File: config.mk
export PLATFORM = sky130hd
export DESIGN_NAME = word_copy_dma
export DESIGN_NICKNAME = d
export VERILOG_FILES = /design/src/rtl/word_copy_dma.sv
export SDC_FILE = /design/constraint.sdc
export NUM_CORES = 1
export LEC_CHECK = 0
export CORE_ASPECT_RATIO = 0.5
export CORE_MARGIN = 4
export CORE_UTILIZATION = 51
export DETAILED_ROUTE_END_ITERATION = 8
export PLACE_DENSITY = 0.81
export SETUP_SLACK_MARGIN = 0.1
export SYNTH_ARGS = -nofsm -noshare
export SYNTH_HDL_FRONTEND = slang
export SYNTH_SLANG_ARGS = --single-unit
File: constraint.sdc
create_clock -name clk -period 6.1 [get_ports clk]
set_input_delay 1.22 -clock clk [delete_from_list [all_inputs] [get_ports clk]]
set_output_delay 1.22 -clock clk [all_outputs]
set_load 0.03 [all_outputs]
File: src/rtl/word_copy_dma.sv
// Single-channel word copy engine: a bus initiator that reads src[i] then writes dst[i],
// one outstanding access at a time, with completion pulse and sticky abort flag.
module word_copy_dma #(
  parameter int LEN_W = 16
) (
  input  logic             clk,
  input  logic             rst_n,
  input  logic             start,
  input  logic [31:0]      src_addr,
  input  logic [31:0]      dst_addr,
  input  logic [LEN_W-1:0] len,
  output logic             busy,
  output logic             done,
  output logic             error,
  output logic [LEN_W-1:0] words_done,
  output logic             bus_req,
  input  logic             bus_gnt,
  output logic [31:0]      bus_addr,
  output logic             bus_we,
  output logic [3:0]       bus_be,
  output logic [31:0]      bus_wdata,
  input  logic             bus_rvalid,
  input  logic [31:0]      bus_rdata,
  input  logic             bus_err
);

  typedef enum logic [2:0] {IDLE, RD_REQ, RD_WAIT, WR_REQ, WR_WAIT} state_e;

  typedef struct packed {
    logic        req;
    logic        we;
    logic [3:0]  be;
    logic [31:0] addr;
    logic [31:0] wdata;
  } bus_req_t;

  state_e           state_q, state_d;
  logic [31:0]      src_q, dst_q, off_q, buf_q;
  logic [LEN_W-1:0] len_q, cnt_q, cnt_nxt;
  logic             done_q, err_q;
  logic             launch, zlaunch, rd_ok, wr_ok, abort, last;
  bus_req_t         breq;

  logic unused_addr_lsbs;
  assign unused_addr_lsbs = ^{src_addr[1:0], dst_addr[1:0]};

  assign cnt_nxt = cnt_q + LEN_W'(1);

  always_ff @(posedge clk or negedge rst_n) begin
    if (!rst_n) state_q <= IDLE;
    else        state_q <= state_d;
  end

  always_comb begin
    state_d = state_q;
    launch  = 1'b0;
    zlaunch = 1'b0;
    rd_ok   = 1'b0;
    wr_ok   = 1'b0;
    abort   = 1'b0;
    last    = 1'b0;
    case (state_q)
      IDLE: if (start) begin
        if (len != '0) begin
          launch  = 1'b1;
          state_d = RD_REQ;
        end else begin
          zlaunch = 1'b1;
        end
      end
      RD_REQ: if (bus_gnt) state_d = RD_WAIT;
      RD_WAIT: if (bus_rvalid) begin
        if (bus_err) begin
          abort   = 1'b1;
          state_d = IDLE;
        end else begin
          rd_ok   = 1'b1;
          state_d = WR_REQ;
        end
      end
      WR_REQ: if (bus_gnt) state_d = WR_WAIT;
      WR_WAIT: if (bus_rvalid) begin
        if (bus_err) begin
          abort   = 1'b1;
          state_d = IDLE;
        end else begin
          wr_ok   = 1'b1;
          last    = (cnt_nxt == len_q);
          state_d = last ? IDLE : RD_REQ;
        end
      end
      default: state_d = IDLE;
    endcase
  end

  // Byte offset 4*i is kept as its own register so address generation is a single adder.
  always_ff @(posedge clk or negedge rst_n) begin
    if (!rst_n) begin
      src_q  <= '0;
      dst_q  <= '0;
      off_q  <= '0;
      buf_q  <= '0;
      len_q  <= '0;
      cnt_q  <= '0;
      done_q <= 1'b0;
      err_q  <= 1'b0;
    end else begin
      done_q <= zlaunch | abort | (wr_ok & last);
      if (launch) begin
        src_q <= {src_addr[31:2], 2'b00};
        dst_q <= {dst_addr[31:2], 2'b00};
        len_q <= len;
        cnt_q <= '0;
        off_q <= '0;
        err_q <= 1'b0;
      end
      if (zlaunch) begin
        cnt_q <= '0;
        err_q <= 1'b0;
      end
      if (rd_ok) buf_q <= bus_rdata;
      if (wr_ok) begin
        cnt_q <= cnt_nxt;
        off_q <= off_q + 32'd4;
      end
      if (abort) err_q <= 1'b1;
    end
  end

  // Bus side is a pure decode of registered state: no gnt/rvalid feed-through.
  always_comb begin
    breq = '0;
    case (state_q)
      RD_REQ: begin
        breq.req  = 1'b1;
        breq.addr = src_q + off_q;
      end
      WR_REQ: begin
        breq.req   = 1'b1;
        breq.we    = 1'b1;
        breq.be    = 4'hF;
        breq.addr  = dst_q + off_q;
        breq.wdata = buf_q;
      end
      default: breq = '0;
    endcase
  end

  assign bus_req    = breq.req;
  assign bus_we     = breq.we;
  assign bus_be     = breq.be;
  assign bus_addr   = breq.addr;
  assign bus_wdata  = breq.wdata;
  assign busy       = (state_q != IDLE);
  assign done       = done_q;
  assign error      = err_q;
  assign words_done = cnt_q;

endmodule
==> run summary <==
Status: completed
Die Span Y: 103.0 microns
Post-synthesis cell count: 1050
Layout area overhead: 30.84%
Post-Route WL: 24200 microns
Slowest CP cell: dfrtp_1
CP endpoint kind: primary output
CP Max Fanout: 16
Yosys reg bits: 159
CTS tree: yes
WHS Path Cells: 2
Placer Congestion: 0.8657
CORE AREA: 0.01753 sq mm
Final Core Density: 68.78%
Synth top area cells: dfrtp_1 43%, nand2_1 12%, mux2_2 7.5%, ha_1 5.0%, o21ai_0 3.2%
Non-filler instance count after layout: 1475
Worst Skew: 0.01332 ns
Area leader, netlist: dfrtp_1
Post-synth EDFFs: 0
Dpl cells: 1444
Async set or reset register ratio after synthesis: 100.0%
Violation count after the first detailed-route iteration: 468
Distinct cells, synth: 57
GR Overflow Total: 0
Post-layout min period: 5.547 ns
Die area: 0.02041 sq mm
Worst R2R Path Depth: 5
Clock Tree Buf Depth: 2
Worst Path Buf+Inv: 4
Post-DP HPWL: 17190 microns
Sequential share of the synthesized area: 43.18%
Ys Warns: 0
Starting Density: 52.57%
P_leak: 5.859 nW
Initial antenna violation count: 0
Clk_lat worst skew: 0.43 ns
GRT Resource Usage Total: 23.86%
Final instance area: 0.01206 sq mm
Routed vias/inst: 5.525
Port bufs: 200
Clk slew on worst S/H paths: 0.06 ns
WS Path Type: flop to primary output
Ant diodes: 0
Crit path launch type: flop
Remaining antenna violation count: 0
Slew @ Worst Pin: 1.200 ns
Synthesized cell area: 0.009214 sq mm
Share of cells above drive strength 1: 11.68%
Max Fclk: 0.1803 GHz
Slew Limit Fails: 0
Clock sink total: 159
Hold Crit Class: flop to flop
Max VDD drop: 0.2735 mV
R2R setup slack: 3.33 ns
Most common cell after layout, fill and taps aside: nand2_1
Pwr dens: 427.7 mW/mm^2
Slew headroom: 20.02%
Filler cells: 1402
Max Cap Viol: 0
First-pass GRT wire length: 39830 microns
Vias in the first global route: 8109
Die Wd: 198.1 microns
Site Rows: 34
Final period utilization: 90.93%
RSZ-0062 raised after global routing: no
Syn avg cell area: 8.775 sq um
Remaining DRCs: 0
H-tree Lvls: 4
Final Hold Fails: 0
Final setup viols: 0
Commonest cells after routing, fill and taps aside: 297 x nand2_1, 170 x clkdlybuf4s50_1, 159 x dfrtp_1, 66 x nor2_1, 61 x mux2_2
Worst reg2reg startpoint: state_q[1]
CTS buffer count: 17
Critical-path cell list: inv_1 > nand2_1 > inv_1 > nand2_1 > buf_4 > mux2_2 > ha_1 > a21oi_1 > nor2_1 > a211oi_1 > o2111a_1 > a21oi_2 > a21o_1 > a2111oi_0 > a211oi_1 > dlymetal6s2s_1
Slowest Stage Delay on Critical Path: 0.48 ns
Hold Crit Start: src_q[20]
Pwr Total: 5.155 mW
Arrival @ worst endpoint: 4.33 ns
Worst reg2reg path endpoint: off_q[15]
Root Buffer: clkbuf_16
Ports: 207
Layout Nets: 1385
Hold endpoint: src_q[20]
Wire per inst: 16.40 microns
Levels on crit path: 16
# hold bufs at CTS: 0
Ys flop type: dfrtp_1
Setup Buffers After CTS: 0
Initial DRT Pass Iterations: 6
DR vias: 8149
Placed instance area: 0.01141 sq mm
Setup TNS: 0 ns
Worst EP required: 4.88 ns
Largest net degree at the start of global routing: 110
Delay-heaviest family, CP: compound AO/OA/AOI/OAI gates
Post-synth top area share: 43.18%
[where the power goes]
part           leakage [nW]  internal, mW  switching [mW]
clock                 0.292         0.698           0.453
combinational          3.52          1.02            1.37
sequential             2.04          1.41           0.202
[worst register-to-register path, delay by kind of cell (launching register included)]
kind | cells | cell delay, ns
buf+inv | 1 | 0.25
compound gates | 1 | 0.13
flops | 1 | 0.37
simple gates | 3 | 1.89
[cells in the mapped netlist (all sizes together), types with 9 or more instances]
| cell | instances |
|---|---|
| a31oi | 13 |
| nor4 | 10 |
| mux2i | 12 |
| and3 | 45 |
| xor2 | 23 |
| nand2 | 297 |
| dfrtp | 159 |
| nor3 | 13 |
| xnor2 | 26 |
| o21ai | 60 |
| nand4 | 11 |
| clkbuf | 41 |
| mux2 | 61 |
| a21oi | 37 |
| nand3 | 40 |
| ha | 37 |
| nor2 | 66 |
| inv | 15 |
| a21o | 18 |
| o31ai | 9 |
[final cells by class]
type,instances,area [sq um],area share [%]
Clock inverter,12,185.2,1.536
Inverter,15,56.30,0.4670
Clock buffer,19,442.9,3.674
Timing Repair Buffer,209,2103,17.45
Multi-Input combinational cell,827,4996,41.44
Tap cell,234,292.8,2.429
Sequential cell,159,3979,33.00
[state kept, by name, indices dropped and copies added, names as in the netlist]
signal,flops
off_q,30
len_q,16
dst_q,30
buf_q,32
error,1
src_q,30
done,1
state_q,3
words_done,16
[how the worst max path moves through the flow]
stage,start,to,slack (ns)
after floorplan,state_q[2],bus_addr[30],0.86
after global placement,state_q[2],bus_addr[27],0.65
after detailed placement,state_q[2],bus_addr[27],0.56
after CTS,state_q[2],bus_addr[27],0.12
after global routing,state_q[2],bus_addr[31],0.27
final,state_q[2],bus_addr[27],0.55
[cell families after synthesis]
group                      count (synthesis)  share of synthesized area, %
and+or+nand+nor                          500                         24.28
AOI/OAI and AO/OA                        165                         10.88
DFF                                      159                         43.18
muxes                                     73                         8.759
buffers and inverters                     65                         2.960
xor gates and xnor gates                  49                         4.658
adders and majority gates                 38                         5.242
other                                      1                       0.04070
[per-stage QoR]
step                setup slack, ns  hold WS [ns]
global route                 0.2662        0.4940
global placement             0.6530        0.4536
floorplan                    0.8563        0.4401
finish                       0.5531        0.4720
detailed placement           0.5589        0.4573
CTS                          0.1165        0.4730
[what timing repair did]
| item | 4_1_cts | 5_1_grt |
|---|---|---|
| gates resized for setup | 1 | 3 |
| setup endpoints to repair | 1 | 1 |
| cloned | 0 | 0 |
[per-layer routing]
layer / share of wire [%] / vias to the layer above / track usage, %
met5: 0 / - / 0
met4: 1.8 / 0 / 6.663
met3: 6.0 / 37 / 4.146
met2: 48 / 256 / 40.52
met1: 44 / 3890 / 32.10
li1: - / 3966 / -
Note: power is estimated with default switching activity, not from simulation.
